$ cat config.mk
export PLATFORM = sky130hd
export DESIGN_NAME = pc_gen
export DESIGN_NICKNAME = d
export VERILOG_FILES = /design/src/rtl/pc_gen.sv
export SDC_FILE = /design/constraint.sdc
export NUM_CORES = 1
export LEC_CHECK = 0
export ABC_AREA = 1
export CORE_ASPECT_RATIO = 1.25
export CORE_MARGIN = 5
export CORE_UTILIZATION = 50
export DETAILED_ROUTE_END_ITERATION = 10
export MAX_ROUTING_LAYER = met4
export PLACE_DENSITY = 0.78
export SLEW_MARGIN = 30
export SYNTH_ARGS = -nofsm -noshare
export SYNTH_HDL_FRONTEND = slang
export SYNTH_SLANG_ARGS = --single-unit
$ cat constraint.sdc
create_clock -name clk -period 5.7 [get_ports clk]
set_clock_uncertainty 0.1 [all_clocks]
set_input_delay 1.71 -clock clk [delete_from_list [all_inputs] [get_ports clk]]
set_output_delay 1.71 -clock clk [all_outputs]
set_load 0.05 [all_outputs]
$ cat src/rtl/pc_gen.sv
// Program-counter generator for the single-issue core: sequential/branch/jump/return
// target selection with trap redirect, stall hold, misaligned-target detection and a return-address stack.
module pc_gen #(
    parameter int                    ADDR_WIDTH = 32,
    parameter logic [ADDR_WIDTH-1:0] RESET_ADDR = 'h10074,
    parameter int                    IALIGN     = 4,
    parameter int                    RAS_DEPTH  = 4
) (
    input  logic                  clk,
    input  logic                  rst,
    input  logic [1:0]            ctrl_sel_i,
    input  logic [ADDR_WIDTH-1:0] offset_i,
    input  logic                  branch_tkn_i,
    input  logic [ADDR_WIDTH-1:0] tgt_addr_i,
    input  logic                  push_i,
    input  logic                  stall_i,
    input  logic                  trap_i,
    input  logic [ADDR_WIDTH-1:0] trap_vec_i,
    output logic [ADDR_WIDTH-1:0] pc_o,
    output logic [ADDR_WIDTH-1:0] pc_plus4_o,
    output logic                  pc_valid_o,
    output logic                  misalign_o,
    output logic                  ras_empty_o,
    output logic                  ras_full_o
);

    localparam int PTR_W = $clog2(RAS_DEPTH);
    localparam int OCC_W = PTR_W + 1;

    typedef enum logic [1:0] {
        SEL_NONE   = 2'b00,
        SEL_JUMP   = 2'b01,
        SEL_BRANCH = 2'b10,
        SEL_RETURN = 2'b11
    } ctrl_sel_e;

    logic [ADDR_WIDTH-1:0] pc_q;
    logic                  valid_q;
    logic                  misalign_q;
    logic [PTR_W-1:0]      ptr_q;
    logic [OCC_W-1:0]      occ_q;
    logic [ADDR_WIDTH-1:0] ras_mem [RAS_DEPTH];

    ctrl_sel_e               sel;
    logic signed [ADDR_WIDTH-1:0] offset_s;
    logic signed [ADDR_WIDTH-1:0] branch_tgt;
    logic [ADDR_WIDTH-1:0]   jump_tgt;
    logic [ADDR_WIDTH-1:0]   ras_top;
    logic [ADDR_WIDTH-1:0]   next_pc;
    logic                    next_misaligned;
    logic                    ras_empty;
    logic                    ras_full;
    logic                    do_pop;
    logic                    do_push;
    logic                    advance;
    logic                    ras_wr_en;
    logic [PTR_W-1:0]        ras_wr_idx;
    logic [PTR_W-1:0]        ptr_inc;
    logic [PTR_W-1:0]        ptr_dec;

    assign pc_o        = pc_q;
    assign pc_plus4_o  = pc_q + ADDR_WIDTH'(4);
    assign pc_valid_o  = valid_q;
    assign misalign_o  = misalign_q;
    assign ras_empty_o = ras_empty;
    assign ras_full_o  = ras_full;

    always_comb begin
        sel        = ctrl_sel_e'(ctrl_sel_i);
        offset_s   = $signed(offset_i);
        branch_tgt = $signed(pc_q) + offset_s;
        jump_tgt   = tgt_addr_i & ~ADDR_WIDTH'(1);
        ras_top    = ras_mem[ptr_q];
        ras_empty  = (occ_q == '0);
        ras_full   = (occ_q == OCC_W'(RAS_DEPTH));
        ptr_inc    = ptr_q + PTR_W'(1);
        ptr_dec    = ptr_q - PTR_W'(1);

        next_pc = pc_plus4_o;
        unique case (sel)
            SEL_NONE:   next_pc = pc_plus4_o;
            SEL_JUMP:   next_pc = jump_tgt;
            SEL_BRANCH: next_pc = branch_tkn_i ? ADDR_WIDTH'(branch_tgt) : pc_plus4_o;
            SEL_RETURN: next_pc = ras_empty ? jump_tgt : ras_top;
            default:    next_pc = pc_plus4_o;
        endcase

        // Jump/return targets already have bit 0 cleared, so with IALIGN=2 only a branch can trip this.
        next_misaligned = (IALIGN == 4) ? next_pc[1] : next_pc[0];

        advance = !rst && !trap_i && !stall_i && !next_misaligned;
        do_pop  = (sel == SEL_RETURN) && !ras_empty;
        do_push = push_i && ((sel == SEL_JUMP) || (sel == SEL_RETURN));

        // Pop+push replaces the top in place; a plain push lands one slot above it.
        ras_wr_en  = advance && do_push;
        ras_wr_idx = do_pop ? ptr_q : ptr_inc;
    end

    // ---- state update: control registers carry the reset ----
    always_ff @(posedge clk) begin
        if (rst) begin
            pc_q       <= RESET_ADDR;
            valid_q    <= 1'b0;
            misalign_q <= 1'b0;
            ptr_q      <= '0;
            occ_q      <= '0;
        end else begin
            valid_q <= 1'b1;
            if (trap_i) begin
                pc_q       <= trap_vec_i;
                misalign_q <= 1'b0;
            end else if (stall_i) begin
                misalign_q <= 1'b0;
            end else if (next_misaligned) begin
                misalign_q <= 1'b1;
            end else begin
                pc_q       <= next_pc;
                misalign_q <= 1'b0;
                if (do_push && !do_pop) begin
                    ptr_q <= ptr_inc;
                    if (!ras_full) begin
                        occ_q <= occ_q + OCC_W'(1);
                    end
                end else if (do_pop && !do_push) begin
                    ptr_q <= ptr_dec;
                    occ_q <= occ_q - OCC_W'(1);
                end
            end
        end
    end

    // ---- RAS storage: data only, validity is tracked by occ_q ----
    always_ff @(posedge clk) begin
        if (ras_wr_en) begin
            ras_mem[ras_wr_idx] <= pc_plus4_o;
        end
    end

endmodule

==> results of run 1 <==
==> worst paths after layout <==
path / start / endpoint / slack [ns] / cells past startpoint
setup / recovery: pc_o[3]$_SDFFE_PP0P_ / pc_plus4_o[14] / 0.47 / 7
hold / removal: occ_q[1]$_SDFFE_PP0P_ / occ_q[1]$_SDFFE_PP0P_ / 0.43 / 2
setup reg to reg: occ_q[0]$_SDFFE_PP0P_ / pc_o[15]$_SDFFE_PP0P_ / 2.40 / 13
hold reg to reg: occ_q[1]$_SDFFE_PP0P_ / occ_q[1]$_SDFFE_PP0P_ / 0.43 / 2
==> cell usage in the layout, fill, tap and decap left out, types with 8 or more instances in the layout <==
| master | instances |
|---|---|
| o22ai_1 | 25 |
| o21ai_0 | 140 |
| o211ai_1 | 13 |
| xor2_1 | 20 |
| nor2_1 | 189 |
| edfxtp_1 | 128 |
| nor3_1 | 21 |
| nand4_1 | 13 |
| inv_1 | 213 |
| o21a_1 | 14 |
| clkdlybuf4s50_1 | 170 |
| nand3_1 | 81 |
| ha_1 | 33 |
| clkbuf_16 | 17 |
| nand2_1 | 441 |
| dfxtp_1 | 40 |
| a22oi_1 | 8 |
| buf_4 | 22 |
| a21oi_1 | 78 |
| inv_2 | 8 |
==> report_power, final <==
group	leakage, uW	internal [uW]	switching, uW
clock	0.000277	585	539
sequential	0.00151	1360	41.4
combinational	0.00425	308	604
total	0.00604	2250	1180
==> worst max-delay path, delay by kind of cell, from the launching register on <==
| family | cells | cell delay, ns |
|---|---|---|
| flops | 1 | 0.42 |
| xor+xnor | 1 | 0.52 |
| buf+inv | 1 | 0.93 |
| fa+ha+maj | 1 | 0.26 |
| simple gates | 4 | 0.85 |
==> synthesized netlist by cell type, drive strengths merged (3+ instances only) <==
cell	number	share of area (%)
a21oi	85	4.0
a22oi	8	0.53
buf	18	0.99
clkbuf	34	1.1
dfxtp	41	7.3
edfxtp	128	34
ha	33	3.7
inv	221	7.4
nand2	448	15
nand3	82	3.7
nand3b	3	0.20
nand4	13	0.72
nor2	197	6.8
nor3	23	1.1
o211ai	14	1.1
o21a	14	0.93
o21ai	147	6.5
o21bai	7	0.47
o22ai	25	1.4
or2	3	0.17
xor2	20	1.6
==> cells by family (layout without fill, tap and decap cells) <==
group	Yosys count	count (layout)	synth area share, %
adder cells (fa/ha/maj)	35	35	4.024
XOR/XNOR	22	22	1.712
flip-flops	169	169	41.44
buffers and inverters	273	445	9.493
AND/OR/NAND/NOR	772	772	28.02
AO/OA/AOI/OAI	305	305	15.31
==> flip-flops by register name, indices dropped and copies added, names as in the netlist, named ones only <==
signal,cells
occ_q,3
pc_valid_o,1
pc_o,32
misalign_o,1
ras_mem,128
ptr_q,2
==> area by class of cell <==
type / count / area [um^2] / share of cell area, %
sequential: 169 / 4666 / 33.73
inverter: 221 / 829.5 / 5.997
multi-input combinational: 1134 / 5535 / 40.01
timing repair buffer: 192 / 1867 / 13.49
clock inverter: 14 / 152.6 / 1.103
clock buffer: 18 / 429.2 / 3.102
tap: 283 / 354.1 / 2.560
==> through the flow <==
| step | setup WS [ns] | hold slack, ns | cells |
|---|---|---|---|
| 2_1_floorplan | 0.05265 | 0.3777 | 1576 |
| 3_3_place_gp | 0.9635 | 0.3971 | 1999 |
| 3_5_place_dp | 0.9714 | 0.4134 | 1999 |
| 4_1_cts | 0.5194 | 0.4253 | 2031 |
| 5_1_grt | 0.2889 | 0.4598 | 2031 |
| 6_report | 0.4723 | 0.4313 | 2031 |
==> metal layers <==
metal  GRT usage [%]  vias to the layer above  part of all wire (%)
met5               -                        -                     0
met4           11.86                        0                   3.8
met3           3.935                       90                   8.8
met2           49.96                      606                    49
met1           37.95                     5244                    38
li1                -                     5479                     -
==> flow_summary.ini, run 1 <==
[floorplanning]
fp.dieW_um = 144.2
fp.dieH_um = 177.8
rows = 61
start_util_pct = 50.68
die_area_um2 = 25630
ios = 172
fp.coreArea_um2 = 22210

[clock_tree]
cts_buffer_depth = 2
cts.sinks = 169
cts_resized = 0
clk_root_buffer_cell = clkbuf_16
cts_max_level = 4
cts-hold-fix-buffers = 0
clk_latency_ns = 0.43
numCtsBuffers = 17
cts_tree = built
clkTransAtPathRegs_ns = 0.08
cts_setup_buffers = 0

[synthesis]
yosysWarnings = 0
avgSynthCellArea_um2 = 7.142
synth_fp_nets = 1715
synth_edf_count = 128
netlist_area_um2 = 11260
ys_ff_latch = 169
synth_flop_cell = edfxtp_1
synthArstFlopShare_pct = 0
ys_seq_area_share_pct = 41.44
yosysUniqueCellTypes = 43
synthCells = 1576

[timing]
hold_viol = 0
finalMaxSlewViolations = 0
fmax_mhz = 191.3
tns_ns = 0
grt_setup_unrepaired = false
slew_headroom_pct = 46.69
min_period_over_period_pct = 91.71
tightest_slew_ns = 0.7969
setup_viol = 0
period_minus_slack_ns = 5.228

[global_route]
grt_util_all_layers_pct = 30.32
antenna_found_initial = 0
grt_pass1_vias = 10900
grt_pass1_wl_um = 57860
grt_overflow = 0
grt_max_degree = 63

[pwr]
powerDensity_nw_per_um2 = 248.1
p_total_uw = 3432
leakage_uw = 0.006043
ir_worst_vdd_v = 0.0001746

[worst_setup_path]
crit_path_max_incr_delay_ns = 0.93
crit_path_end_kind = primary output
cp_max_fo = 6
arrival_ns = 3.42
startpoint_type = flop
worst_ep_required_time_ns = 3.89
crit_chain = ha_1 -> nand3_1 -> nor2_2 -> nand2_1 -> nor2_1 -> xor2_1 -> clkdlybuf4s50_1
path_class = reg -> out
crit_slowest_cell = clkdlybuf4s50_1

[route]
postRouteAntennaNets = 0
wl_um = 37980
first_pass_iters = 6
dr_total_vias = 11420
via_per_inst = 5.622
dr.first_iter.drc_count = 1354
post-route-drc-count = 0
wire_per_inst_um = 18.70

[placed_design]
port_buffers = 170
dpl_cell_area_um2 = 13250
detailed_place_hpwl_um = 28390
gp_congestion = 1.037

[run]
maxCapViolations = 0

[layout]
final_nets = 1874
utilization_pct = 62.28
layout-drive-gt1-share_pct = 5.206
area_growth_pct = 22.90
n_antenna_cell = 0
fill_cells = 1962
design_area_um2 = 13830

[outcome]
outcome = completed

[worst_hold_path]
hold_class = reg -> reg
Note: power is estimated with default switching activity, not from simulation.
==> run 2, diff against run 1 <==
--- a/config.mk
+++ b/config.mk
@@ -7,9 +7,9 @@
 export LEC_CHECK = 0
 export ABC_AREA = 1
 export CORE_ASPECT_RATIO = 1.25
-export CORE_MARGIN = 5
 export CORE_UTILIZATION = 50
 export DETAILED_ROUTE_END_ITERATION = 10
+export HOLD_SLACK_MARGIN = 0.06
 export MAX_ROUTING_LAYER = met4
 export PLACE_DENSITY = 0.78
 export SLEW_MARGIN = 30
==> constraint.sdc (replaced) <==
create_clock -name clk -period 4.7 [get_ports clk]
set_clock_uncertainty 0.1 [all_clocks]
set_input_delay 1.41 -clock clk [delete_from_list [all_inputs] [get_ports clk]]
set_output_delay 1.41 -clock clk [all_outputs]
set_load 0.05 [all_outputs]
==> run 2 against run 1 <==
  * Global-route usage grew 4.4 points
  * Total power increased by 21%
  * Largest cell class unchanged
  * Critical endpoint is now pc_plus4_o[24]
  * First-iteration DRC count is 0.74% lower
  * Flip-flop and latch count unchanged
  * Cell area grew 1.1%
  * Sequential share of layout area shrank 0.36 points
  * Largest power group unchanged
  * Critical path depth up 1
  * Clock power up 20%
  * Highest routed layer unchanged
  * Final cell count increased by 0.79%
==> flow_summary.ini, run 2 (synthesis results as in run 1) <==
[timing]
setup_viol = 0
slew_headroom_pct = 45.14
min_period_over_period_pct = 97.75
finalMaxSlewViolations = 0
hold_ws_ns = 0.4282
tightest_slew_ns = 0.8229
fmax_mhz = 217.7
hold_viol = 0
period_minus_slack_ns = 4.594
tns_ns = 0
grt_setup_unrepaired = false

[global_route]
grt_pass1_wl_um = 58420
grt_util_all_layers_pct = 34.72
grt_pass1_vias = 10940
grt_max_degree = 66
grt_overflow = 0
antenna_found_initial = 0
grt_util_met2_pct = 57.12
use_met1_pct = 42.54
gr-usage-met3_pct = 4.630
top_usage_layer = met2

[route]
postRouteAntennaNets = 0
dr.first_iter.drc_count = 1344
first_pass_iters = 6
wire_per_inst_um = 18.57
post-route-drc-count = 0
dr_total_vias = 11580
wl_um = 38010
via_per_inst = 5.659

[layout]
design_area_um2 = 13980
regMostFlops = ras_mem
n_antenna_cell = 0
area_growth_pct = 24.21
largest_reg_flops = 128
final_nets = 1890
layout_common_cells = 441 x nand2_1, 213 x inv_1, 189 x nor2_1, 160 x clkdlybuf4s50_1, 140 x o21ai_0
fill_cells = 1976
final_common_cell = nand2_1
layout-drive-gt1-share_pct = 6.293

[clock_tree]
clk_root_buffer_cell = clkbuf_16
cts-hold-fix-buffers = 0
clkTransAtPathRegs_ns = 0.07
cts_tree = built
cts_setup_buffers = 0
numCtsBuffers = 17
cts_buffer_depth = 2
cts_max_level = 4
clk_latency_ns = 0.43
cts.sinks = 169

[floorplanning]
fp.dieH_um = 169.8
fp.dieW_um = 136.2
fp.coreArea_um2 = 22130
start_util_pct = 50.85
die_area_um2 = 23120
rows = 61
ios = 172

[worst_setup_path]
r2r_end = ras_mem[3][21]$_DFFE_PP_
startpoint_type = flop
crit_path_end_kind = primary output
arrival_ns = 3.08
crit_slowest_cell = clkdlybuf4s50_1
cp_common_cell = nand2_1
path_class = reg -> out
rrSetupSlack_ns = 1.68
worst_ep_required_time_ns = 3.19
regToRegStartpoint = occ_q[0]$_SDFFE_PP0P_
crit_path_max_incr_delay_ns = 0.83
reg2reg_depth = 13
cp_max_fo = 5
crit_chain = ha_1 -> nand3_1 -> nor2_2 -> nand2_1 -> nand2_1 -> nand2_1 -> inv_1 -> clkdlybuf4s50_1

[placed_design]
port_buffers = 170
detailed_place_hpwl_um = 28590
gp_congestion = 1.016
dpl_cell_area_um2 = 13410

[pwr]
leakage_uw = 0.006222
powerDensity_nw_per_um2 = 297.0
ir_worst_vdd_v = 0.0002704
p_total_uw = 4153

[worst_hold_path]
hold_class = reg -> reg
min_from = occ_q[0]$_SDFFE_PP0P_
hold_depth = 1
whs_endpoint = occ_q[0]$_SDFFE_PP0P_

[run]
maxCapViolations = 0

[outcome]
outcome = completed
## run 2: cell types whose count changed in the layout (fill, tap and decap cells not counted), sizes merged
cell	change
buf	+20
clkdlybuf4s50	-10
dlymetal6s2s	+5
clkinv	-1
clkinvlp	+1
dlygate4sd2	+1
## run 2: timing repair
action	in CTS	in global routing
hold endpoints to repair	0	0
resized for setup	1	5
pin swaps	0	0
setup endpoints to repair	1	5
## run 2: layout make-up
class | count | area [um^2] | area share, %
Clock buffer | 18 | 429.2 | 3.070
Tap cell | 283 | 354.1 | 2.533
Clock inverter | 14 | 133.9 | 0.9576
Inverter | 221 | 830.8 | 5.942
Multi-Input combinational cell | 1134 | 5542 | 39.64
Sequential cell | 169 | 4666 | 33.37
Timing Repair Buffer | 208 | 2026 | 14.49
## run 2: worst max-delay path by stage
stage | slack [ns] | cells after the start | to | startpoint
after global routing | 0.02 | 6 | pc_plus4_o[15] | pc_o[4]$_SDFFE_PP1P_
after detailed placement | 0.42 | 13 | ras_mem[3][30]$_DFFE_PP_ | offset_i[0]
after floorplan | 0.09 | 11 | ras_mem[1][0]$_DFFE_PP_ | offset_i[0]
final | 0.11 | 8 | pc_plus4_o[24] | pc_o[3]$_SDFFE_PP0P_
after global placement | 0.43 | 13 | ras_mem[3][30]$_DFFE_PP_ | offset_i[0]
after CTS | 0.10 | 6 | pc_plus4_o[11] | pc_o[4]$_SDFFE_PP1P_
## run 2: metal layers
| metal | vias up | wire [um] | share of wire (%) |
|---|---|---|---|
| met5 | - | 0 | 0 |
| met4 | 0 | 1483 | 3.9 |
| met3 | 101 | 2981 | 7.8 |
| met2 | 586 | 18790 | 49 |
| met1 | 5392 | 14760 | 39 |
| li1 | 5505 | - | - |
## run 2: metrics by stage
step                cells  setup slack (ns)  utilization, %
global placement     2015            0.4299           60.57
detailed placement   2015            0.4158           60.57
finish               2047            0.1059           63.17
floorplan            1576           0.08824               -
CTS                  2047            0.1003           63.10
global route         2047           0.01566           63.17
## run 2: where the power goes
part	total, uW	internal (uW)	switching, uW
logic	1130	385	742
clock network	1340	700	636
registers	1690	1640	46.2
## run 2: worst max-delay path, delay by kind of cell (launching register included)
kind / cells / cell delay [ns]
buffers and inverters: 2 / 1.00
AND/OR/NAND/NOR: 5 / 0.95
flip-flops: 1 / 0.43
adder cells (fa/ha/maj): 1 / 0.28
